[src/rtl/can_tx_if.sv]
// Command/status bundle between the CAN register file, the bit-stream
// processor and the transmit request controller.
interface can_tx_if;
  logic       reset_mode;
  logic       tx_request;
  logic       abort_tx;
  logic       self_rx_request;
  logic       bus_idle;
  logic       tx_ack;
  logic       tx_done_ok;
  logic       arb_lost;
  logic       tx_error;
  logic       transmit_buffer_status;
  logic       transmission_complete;
  logic       transmit_status;
  logic       tx_start;
  logic       self_rx;
  logic       single_shot;
  logic       tx_irq;
  logic [3:0] retry_cnt;

  modport master (
    output reset_mode, tx_request, abort_tx, self_rx_request,
           bus_idle, tx_ack, tx_done_ok, arb_lost, tx_error,
    input  transmit_buffer_status, transmission_complete, transmit_status,
           tx_start, self_rx, single_shot, tx_irq, retry_cnt
  );

  modport slave (
    input  reset_mode, tx_request, abort_tx, self_rx_request,
           bus_idle, tx_ack, tx_done_ok, arb_lost, tx_error,
    output transmit_buffer_status, transmission_complete, transmit_status,
           tx_start, self_rx, single_shot, tx_irq, retry_cnt
  );
endinterface

[src/rtl/can_tx_ctrl.sv]
// CAN transmit request controller: tracks a pending/active TX request,
// handles retransmission, abort, single-shot and self-reception modes.
module can_tx_ctrl (
  input  logic     clk,
  input  logic     rst,
  can_tx_if.slave  bus
);

  typedef enum logic [1:0] {
    IDLE   = 2'd0,
    PEND   = 2'd1,
    ACTIVE = 2'd2
  } state_t;

  state_t     r_state, w_state_nxt;
  logic       r_tbs, w_tbs_nxt;
  logic       r_tcs, w_tcs_nxt;
  logic       r_ts, w_ts_nxt;
  logic       r_self_rx, w_self_rx_nxt;
  logic       r_single_shot, w_single_shot_nxt;
  logic       r_irq, w_irq_nxt;
  logic       r_abort_pending, w_abort_pending_nxt;
  logic [3:0] r_retry_cnt, w_retry_cnt_nxt;

  logic w_in_idle, w_in_pend, w_in_active;
  logic w_start, w_pend_abort, w_pend_ack, w_done, w_loss, w_give_up, w_retry;
  logic w_finish, w_set_abort;

  assign w_in_idle   = (r_state == IDLE);
  assign w_in_pend   = (r_state == PEND);
  assign w_in_active = (r_state == ACTIVE);

  // Event decode; everything below is already masked by reset_mode.
  assign w_start      = !bus.reset_mode && w_in_idle && (bus.tx_request || bus.self_rx_request);
  assign w_pend_ack   = !bus.reset_mode && w_in_pend && bus.tx_ack;
  assign w_pend_abort = !bus.reset_mode && w_in_pend && bus.abort_tx && !bus.tx_ack;
  assign w_done       = !bus.reset_mode && w_in_active && bus.tx_done_ok;
  assign w_loss       = !bus.reset_mode && w_in_active && !bus.tx_done_ok &&
                        (bus.arb_lost || bus.tx_error);
  // An abort arriving together with the loss counts as already pending.
  assign w_give_up    = w_loss && (r_single_shot || r_abort_pending || bus.abort_tx);
  assign w_retry      = w_loss && !w_give_up;
  assign w_finish     = w_pend_abort || w_done || w_give_up;
  assign w_set_abort  = bus.abort_tx && (w_pend_ack ||
                        (!bus.reset_mode && w_in_active && !w_done && !w_loss));

  // State register plus registered status outputs
  always_ff @(posedge clk or posedge rst) begin
    if (rst) begin
      r_state         <= IDLE;
      r_tbs           <= 1'b1;
      r_tcs           <= 1'b1;
      r_ts            <= 1'b0;
      r_self_rx       <= 1'b0;
      r_single_shot   <= 1'b0;
      r_irq           <= 1'b0;
      r_abort_pending <= 1'b0;
      r_retry_cnt     <= 4'd0;
    end else begin
      r_state         <= w_state_nxt;
      r_tbs           <= w_tbs_nxt;
      r_tcs           <= w_tcs_nxt;
      r_ts            <= w_ts_nxt;
      r_self_rx       <= w_self_rx_nxt;
      r_single_shot   <= w_single_shot_nxt;
      r_irq           <= w_irq_nxt;
      r_abort_pending <= w_abort_pending_nxt;
      r_retry_cnt     <= w_retry_cnt_nxt;
    end
  end

  // Next-state logic
  always_comb begin
    w_state_nxt = r_state;
    if (bus.reset_mode) begin
      w_state_nxt = IDLE;
    end else begin
      case (r_state)
        IDLE:    if (w_start) w_state_nxt = PEND;
        PEND:    if (w_pend_ack) w_state_nxt = ACTIVE;
                 else if (w_pend_abort) w_state_nxt = IDLE;
        ACTIVE:  if (w_done || w_give_up) w_state_nxt = IDLE;
                 else if (w_retry) w_state_nxt = PEND;
        default: w_state_nxt = IDLE;
      endcase
    end
  end

  // Output / status next values
  always_comb begin
    w_tbs_nxt           = r_tbs;
    w_tcs_nxt           = r_tcs;
    w_self_rx_nxt       = r_self_rx;
    w_single_shot_nxt   = r_single_shot;
    w_abort_pending_nxt = r_abort_pending;
    w_retry_cnt_nxt     = r_retry_cnt;
    w_irq_nxt           = 1'b0;
    w_ts_nxt            = (w_state_nxt == ACTIVE);
    if (bus.reset_mode) begin
      w_tbs_nxt           = 1'b1;
      w_tcs_nxt           = 1'b1;
      w_self_rx_nxt       = 1'b0;
      w_single_shot_nxt   = 1'b0;
      w_abort_pending_nxt = 1'b0;
      w_retry_cnt_nxt     = 4'd0;
    end else begin
      if (w_start) begin
        w_tbs_nxt         = 1'b0;
        w_tcs_nxt         = 1'b0;
        w_retry_cnt_nxt   = 4'd0;
        w_self_rx_nxt     = bus.self_rx_request;
        // SJA1000 encodes single-shot as TR together with AT.
        w_single_shot_nxt = bus.abort_tx;
      end
      if (w_set_abort) w_abort_pending_nxt = 1'b1;
      if (w_retry && r_retry_cnt != 4'd15) w_retry_cnt_nxt = r_retry_cnt + 4'd1;
      if (w_finish) begin
        w_tbs_nxt           = 1'b1;
        w_tcs_nxt           = w_done;
        w_irq_nxt           = 1'b1;
        w_abort_pending_nxt = 1'b0;
      end
    end
  end

  assign bus.transmit_buffer_status = r_tbs;
  assign bus.transmission_complete  = r_tcs;
  assign bus.transmit_status        = r_ts;
  assign bus.tx_start               = w_in_pend && bus.bus_idle;
  assign bus.self_rx                = r_self_rx;
  assign bus.single_shot            = r_single_shot;
  assign bus.tx_irq                 = r_irq;
  assign bus.retry_cnt              = r_retry_cnt;

endmodule
[src/flat_wrapper.sv]
// flat-port wrapper written by rule: the top's interface ports become plain ports
module can_tx_ctrl_flat 
  (clk, rst, bus_reset_mode, bus_tx_request, bus_abort_tx, bus_self_rx_request, bus_bus_idle, bus_tx_ack, bus_tx_done_ok, bus_arb_lost, bus_tx_error, bus_transmit_buffer_status, bus_transmission_complete, bus_transmit_status, bus_tx_start, bus_self_rx, bus_single_shot, bus_tx_irq, bus_retry_cnt);
  can_tx_if bus_i ();
  input  logic clk;
  input  logic rst;
  input wire logic [$bits(bus_i.reset_mode)-1:0] bus_reset_mode;
  input wire logic [$bits(bus_i.tx_request)-1:0] bus_tx_request;
  input wire logic [$bits(bus_i.abort_tx)-1:0] bus_abort_tx;
  input wire logic [$bits(bus_i.self_rx_request)-1:0] bus_self_rx_request;
  input wire logic [$bits(bus_i.bus_idle)-1:0] bus_bus_idle;
  input wire logic [$bits(bus_i.tx_ack)-1:0] bus_tx_ack;
  input wire logic [$bits(bus_i.tx_done_ok)-1:0] bus_tx_done_ok;
  input wire logic [$bits(bus_i.arb_lost)-1:0] bus_arb_lost;
  input wire logic [$bits(bus_i.tx_error)-1:0] bus_tx_error;
  output wire logic [$bits(bus_i.transmit_buffer_status)-1:0] bus_transmit_buffer_status;
  output wire logic [$bits(bus_i.transmission_complete)-1:0] bus_transmission_complete;
  output wire logic [$bits(bus_i.transmit_status)-1:0] bus_transmit_status;
  output wire logic [$bits(bus_i.tx_start)-1:0] bus_tx_start;
  output wire logic [$bits(bus_i.self_rx)-1:0] bus_self_rx;
  output wire logic [$bits(bus_i.single_shot)-1:0] bus_single_shot;
  output wire logic [$bits(bus_i.tx_irq)-1:0] bus_tx_irq;
  output wire logic [$bits(bus_i.retry_cnt)-1:0] bus_retry_cnt;
  assign bus_i.reset_mode = bus_reset_mode;
  assign bus_i.tx_request = bus_tx_request;
  assign bus_i.abort_tx = bus_abort_tx;
  assign bus_i.self_rx_request = bus_self_rx_request;
  assign bus_i.bus_idle = bus_bus_idle;
  assign bus_i.tx_ack = bus_tx_ack;
  assign bus_i.tx_done_ok = bus_tx_done_ok;
  assign bus_i.arb_lost = bus_arb_lost;
  assign bus_i.tx_error = bus_tx_error;
  assign bus_transmit_buffer_status = bus_i.transmit_buffer_status;
  assign bus_transmission_complete = bus_i.transmission_complete;
  assign bus_transmit_status = bus_i.transmit_status;
  assign bus_tx_start = bus_i.tx_start;
  assign bus_self_rx = bus_i.self_rx;
  assign bus_single_shot = bus_i.single_shot;
  assign bus_tx_irq = bus_i.tx_irq;
  assign bus_retry_cnt = bus_i.retry_cnt;
  can_tx_ctrl u_core (.clk(clk), .rst(rst), .bus(bus_i));
endmodule
[config.mk]
export PLATFORM = sky130hd
export DESIGN_NAME = can_tx_ctrl_flat
export DESIGN_NICKNAME = d
export VERILOG_FILES = /design/src/rtl/can_tx_if.sv /design/src/rtl/can_tx_ctrl.sv /design/src/flat_wrapper.sv
export SDC_FILE = /design/constraint.sdc
export NUM_CORES = 1
export LEC_CHECK = 0
export CORE_MARGIN = 4
export CORE_UTILIZATION = 47
export CTS_CLUSTER_SIZE = 12
export DETAILED_ROUTE_END_ITERATION = 7
export PLACE_DENSITY = 0.83
export SLEW_MARGIN = 5
export SYNTH_ARGS = -nofsm -noshare
export SYNTH_HDL_FRONTEND = slang
export SYNTH_SLANG_ARGS = --single-unit
[constraint.sdc]
create_clock -name clk -period 3.9 [get_ports clk]
set_input_delay 0.585 -clock clk [delete_from_list [all_inputs] [get_ports clk]]
set_output_delay 0.585 -clock clk [all_outputs]
set_load 0.05 [all_outputs]
==> impl_metrics.py, run 1 <==
metrics = {
    "run_status": {
        "status": "finished, final reports clean",
    },
    "timing": {
        "fmax_ghz": 0.3948,
        "setup_viol": 0,
        "min_period_over_period_pct": 64.94,
        "period_minus_slack_ps": 2533,
        "report.final.hold_viol_count": 0,
        "tns_ps": 0,
        "slew_headroom_pct": 67.12,
        "whs_ps": 512.0,
        "drv_slew": 0,
        "rsz0062_at_grt": "no",
        "skew_ps": 8.083,
        "tightest_slew_ps": 488.0,
    },
    "cts": {
        "tritoncts": "yes",
        "post_cts.repair.setup_buffers": 0,
        "clockBufferDepth": 2,
        "cts.htree.levels": 1,
        "post_cts_resized": 0,
        "numCtsBuffers": 3,
        "cts-root-buf": "clkbuf_4",
        "clk_latency_ps": 280,
        "cts.sinks": 13,
        "clk_pin_slew_ps": 80,
        "hold_buffers": 0,
    },
    "floorplan": {
        "ioPinCount": 22,
        "fp.dieArea_um2": 2124,
        "die_h_um": 46.09,
        "start_util_pct": 51.13,
        "dieWidth_um": 46.09,
        "core_um2": 1334,
        "row_count": 13,
    },
    "worst_setup_path": {
        "cp_common_cell": "clkdlybuf4s50_1",
        "path_max_fanout": 1,
        "crit_chain": "clkdlybuf4s50_1 -> and2_1 -> clkdlybuf4s50_1",
        "crit_required_ps": 3310,
        "crit_path_start": "bus_bus_idle",
        "r2r_slack_ps": 2370,
        "path_class": "input port to output port",
        "r2r_start": "u_core.bus.retry_cnt[0]",
        "r2r_cells": 5,
        "end_kind": "output port",
        "r2r_end": "u_core.bus.retry_cnt[3]",
        "startpoint_type": "input port",
        "critical-path-max-stage-delay_ps": 800,
        "crit_path_top_delay_cell": "clkdlybuf4s50_1",
        "cp.arrival_ps": 1950,
    },
    "routing": {
        "drc": 0,
        "drt.antenna.violating_nets": 0,
        "wl_per_cell_um": 13.55,
        "vias_per_cell": 5.642,
        "drt_iter0_drc": 7,
        "vias": 598,
        "routed_wl_um": 1436,
        "first_pass_iters": 4,
    },
    "pwr": {
        "power.leakage_nw": 0.4241,
        "vdd_ir_drop_max_mv": 0.2835,
        "power_density_nw_per_um2": 326.3,
    },
    "global_routing": {
        "grt_pass1_wl_um": 2470,
        "globalRouteTotalUtil_pct": 16.32,
        "grt_antenna_before_repair": 0,
        "grt_pass1_vias": 605,
        "overflow": 0,
        "grt_max_degree": 14,
    },
    "synthesis": {
        "yosysWarnings": 0,
        "synth_edf_count": 0,
        "synth_nets": 79,
        "ys.flop_type": "dfrtp_1",
        "synth_area_um2": 681.9,
        "synth_cell_type_count": 30,
        "synth_cells": 67,
        "seq_area_frac_synth_pct": 48.07,
        "synth_seq_cells": 13,
        "synthArstFlopShare_pct": 100.0,
        "syn_avg_cell_area_um2": 10.18,
    },
    "hold_path": {
        "worstHoldEndpoint": "u_core.bus.transmit_buffer_status",
        "worstHoldPathType": "flop to flop",
        "min_path_cells": 2,
        "hold_start": "u_core.bus.transmit_buffer_status",
    },
    "final_layout": {
        "nFillCells": 110,
        "layout_commonest_cell": "clkdlybuf4s50_1",
        "area.growth.synth_to_final_pct": 37.06,
        "drive_above_1_share_pct": 14.29,
        "antenna_cells": 0,
        "mostFrequentLayoutCells": "21 x clkdlybuf4s50_1, 11 x dfrtp_1, 7 x nor2_1",
        "fin_nets": 104,
        "fin_area_um2": 934.6,
    },
    "place": {
        "placed_area_um2": 907.1,
        "dp_hpwl_um": 1122,
        "portBuffers": 21,
        "place_congestion": 0.8262,
    },
    "flow_run": {
        "drv_cap": 0,
    },
}
[synth_stat cells (all sizes together) (2+ instances only)]
| library cell | count | area share (%) |
|---|---|---|
| nand3 | 5 | 3.7 |
| nand2b | 2 | 1.8 |
| a21oi | 2 | 1.5 |
| dfstp | 2 | 7.7 |
| nor2 | 7 | 3.9 |
| nor3 | 3 | 3.7 |
| inv | 2 | 1.1 |
| nor3b | 3 | 5.0 |
| dfrtp | 11 | 40 |
| nand2 | 5 | 2.8 |
| o21ai | 5 | 3.7 |
| and3b | 2 | 2.6 |
| o21ba | 2 | 2.9 |
| a22oi | 2 | 2.2 |
[sequential cells by signal, summed over array words and instances, names as in the netlist]
register                           count
u_core.r_abort_pending                 1
u_core.bus.transmit_buffer_status      1
u_core.bus.transmit_status             1
u_core.bus.self_rx                     1
u_core.bus.transmission_complete       1
u_core.bus.tx_irq                      1
u_core.r_state                         2
u_core.bus.single_shot                 1
u_core.bus.retry_cnt                   4
[cell families (layout without fill, tap and decap cells)]
logic type / Yosys count / after routing / synth area share (%)
buffers and inverters: 3 / 27 / 1.651
and+or+nand+nor: 32 / 32 / 28.81
muxes: 1 / 1 / 1.651
DFF: 13 / 13 / 48.07
adders and majority gates: 1 / 1 / 1.835
AOI/OAI and AO/OA: 17 / 17 / 17.98
[power by group]
part | leakage [nW] | internal [W] | total, W | switching [W]
registers | 0.171 | 0.000143 | 0.000148 | 0.00000518
logic | 0.235 | 0.0000299 | 0.0000735 | 0.0000436
clock network | 0.0177 | 0.0000381 | 0.0000835 | 0.0000454
total | 0.424 | 0.000211 | 0.000305 | 0.0000942
[worst max path at each step]
stage | end | slack, ps
2_1_floorplan | u_core.bus.retry_cnt[3] | 2180
3_3_place_gp | bus_tx_start | 1380
3_5_place_dp | bus_tx_start | 1360
4_1_cts | bus_tx_start | 1360
5_1_grt | bus_tx_start | 1350
6_report | bus_tx_start | 1370
[layout make-up]
type,instances,area (um^2),share of cell area [%]
clock buffer,3,22.52,2.410
clock inverter,1,5.005,0.5355
inverter,2,7.507,0.8032
multi-input combinational,51,342.8,36.68
sequential,13,327.8,35.07
tap,15,18.77,2.008
timing repair buffer,21,210.2,22.49
[routing by layer]
layer  GRT usage, %  up-vias  part of all wire, %
met5              0        -                    0
met4          8.523        0                  2.2
met3          2.734        5                  7.0
met2          27.47       18                   46
met1          19.61      280                   45
li1               -      295                    -
[through the flow]
stage	util (%)	worst slack, ps	cells	total power [W]
2_1_floorplan	-	2180	67	0.0001951
3_3_place_gp	68.01	1382	102	0.0002230
3_5_place_dp	68.01	1362	102	0.0002243
4_1_cts	70.08	1356	106	0.0003073
5_1_grt	70.08	1347	106	0.0003232
6_report	70.08	1367	106	0.0003050
[worst max-delay path: cells and delay by family]
family | cells | cell delay, ps
buf+inv | 2 | 1250
simple gates | 1 | 110
(Power assumes the default switching activity.)
==> run 2, diff against run 1 <==
--- a/config.mk
+++ b/config.mk
@@ -6,10 +6,10 @@
 export NUM_CORES = 1
 export LEC_CHECK = 0
 export CORE_MARGIN = 4
-export CORE_UTILIZATION = 47
+export CORE_UTILIZATION = 39
 export CTS_CLUSTER_SIZE = 12
 export DETAILED_ROUTE_END_ITERATION = 7
-export PLACE_DENSITY = 0.83
+export PLACE_DENSITY = 0.74
 export SLEW_MARGIN = 5
 export SYNTH_ARGS = -nofsm -noshare
 export SYNTH_HDL_FRONTEND = slang
==> constraint.sdc (replaced) <==
create_clock -name clk -period 2 [get_ports clk]
set_input_delay 0.3 -clock clk [delete_from_list [all_inputs] [get_ports clk]]
set_output_delay 0.3 -clock clk [all_outputs]
set_load 0.05 [all_outputs]
==> impl_metrics.py, run 2 (synthesis results as in run 1) <==
metrics = {
    "place": {
        "place_congestion": 0.8491,
        "dp_cells": 105,
        "portBuffers": 21,
        "dp_hpwl_um": 1185,
    },
    "cts": {
        "post_cts.repair.setup_buffers": 0,
        "post_cts_resized": 0,
        "cts.htree.levels": 1,
        "clockBufferDepth": 2,
        "tritoncts": "yes",
        "clk_pin_slew_ps": 90,
        "cts.sinks": 13,
        "hold_buffers": 0,
        "numCtsBuffers": 3,
        "cts-root-buf": "clkbuf_4",
        "clk_latency_ps": 280,
    },
    "routing": {
        "wirelength_met1_um": 753,
        "wl_per_cell_um": 14.48,
        "routed_wl_um": 1578,
        "drt.antenna.violating_nets": 0,
        "first_pass_iters": 4,
        "drt_iter0_drc": 15,
        "wl_met2_um": 739,
        "route.met3.wl_um": 85,
        "drc": 0,
        "vias_per_cell": 5.367,
        "vias": 585,
        "topRoutingLayerUsed": "met3",
    },
    "global_routing": {
        "grt_max_degree": 14,
        "globalRouteTotalUtil_pct": 13.97,
        "grt_pass1_wl_um": 2594,
        "grt_pass1_vias": 584,
        "overflow": 0,
        "grt_antenna_before_repair": 0,
    },
    "floorplan": {
        "core_um2": 1577,
        "row_count": 14,
        "die_h_um": 49.82,
        "dieWidth_um": 49.82,
        "ioPinCount": 22,
        "start_util_pct": 43.25,
        "fp.dieArea_um2": 2482,
    },
    "worst_setup_path": {
        "crit_required_ps": 1700,
        "r2r_cells": 4,
        "crit_chain": "clkdlybuf4s50_1",
        "r2r_slack_ps": 500,
        "end_kind": "output port",
        "cp.buffers_inverters": 1,
        "path_class": "flop to output port",
        "crit_path_start": "u_core.bus.transmit_buffer_status",
        "crit_path_top_delay_cell": "clkdlybuf4s50_1",
        "critical-path-max-stage-delay_ps": 790,
        "critPathTopFamily": "buffers and inverters",
        "cp.arrival_ps": 1600,
        "path_max_fanout": 2,
        "r2r_end": "u_core.bus.retry_cnt[3]",
        "startpoint_type": "flop",
        "r2r_start": "u_core.r_state[0]",
    },
    "timing": {
        "skew_ps": 3.841,
        "min_period_over_period_pct": 95.23,
        "tns_ps": 0,
        "slew_headroom_pct": 67.26,
        "tightest_slew_ps": 486.0,
        "drv_slew": 0,
        "period_minus_slack_ps": 1905,
        "setup_viol": 0,
        "rsz0062_at_grt": "no",
        "report.final.hold_viol_count": 0,
        "fmax_ghz": 0.5250,
    },
    "final_layout": {
        "finalNonFillerCells": 109,
        "mostFrequentLayoutCells": "19 x clkdlybuf4s50_1, 11 x dfrtp_1, 7 x nor2_1",
        "drive_above_1_share_pct": 18.28,
        "area.growth.synth_to_final_pct": 40.55,
        "layout_commonest_cell": "clkdlybuf4s50_1",
        "nFillCells": 136,
        "antenna_cells": 0,
        "fin_nets": 106,
        "largest_reg_flops": 4,
    },
    "flow_run": {
        "drv_cap": 0,
    },
    "pwr": {
        "power_density_nw_per_um2": 635.4,
        "power.leakage_nw": 0.4393,
        "vdd_ir_drop_max_mv": 0.4241,
        "power_w": 0.0006090,
    },
    "hold_path": {
        "worstHoldPathType": "input port to asynchronous set/reset pin",
    },
    "run_status": {
        "status": "finished, final reports clean",
    },
}
## run 2: changes by cell type in the layout (fill, tap and decap cells not counted)
cell             delta
buf_12              +1
buf_4               +3
clkdlybuf4s50_1     -2
## run 2: area by class of cell
class | instances | area (um^2) | share of cell area, %
multi-input cells | 51 | 342.8 | 35.77
repair buffers | 23 | 232.7 | 24.28
well taps | 16 | 20.02 | 2.089
clock buffers | 3 | 22.52 | 2.350
inverters | 2 | 7.507 | 0.7833
clock inverters | 1 | 5.005 | 0.5222
flip-flops and latches | 13 | 327.8 | 34.20
## run 2: worst max-delay path by stage
| stage | to | depth (start not counted) | slack [ps] |
|---|---|---|---|
| 3_5_place_dp | u_core.bus.retry_cnt[3] | 5 | 170 |
| 3_3_place_gp | u_core.bus.retry_cnt[3] | 5 | 230 |
| 5_1_grt | bus_transmit_buffer_status | 1 | 50 |
| 4_1_cts | bus_transmit_buffer_status | 1 | 90 |
| 2_1_floorplan | u_core.bus.retry_cnt[3] | 5 | 280 |
| 6_report | bus_transmit_buffer_status | 1 | 100 |
## run 2: per-stage QoR
stage	worst slack (ps)	area (um^2)	util [%]	hold slack [ps]
final	95.36	958.4	60.79	330.7
after global routing	53.47	958.4	60.79	377.4
after CTS	85.28	958.4	60.79	352.6
after detailed placement	172.2	930.9	59.05	507.2
after global placement	226.5	930.9	59.05	513.9
after floorplan	280.1	681.9	-	175.5
## run 2: routing by layer
| metal | vias up | GRT usage [%] |
|---|---|---|
| met5 | - | 0 |
| met4 | 0 | 6.912 |
| met3 | 0 | 3.313 |
| met2 | 22 | 22.47 |
| met1 | 265 | 17.36 |
| li1 | 298 | - |
## run 2: power by group
group          leakage (nW)  switching (W)  internal [W]
sequential            0.171      0.0000112      0.000279
combinational         0.250      0.0000868     0.0000638
clock                0.0177      0.0000943     0.0000743
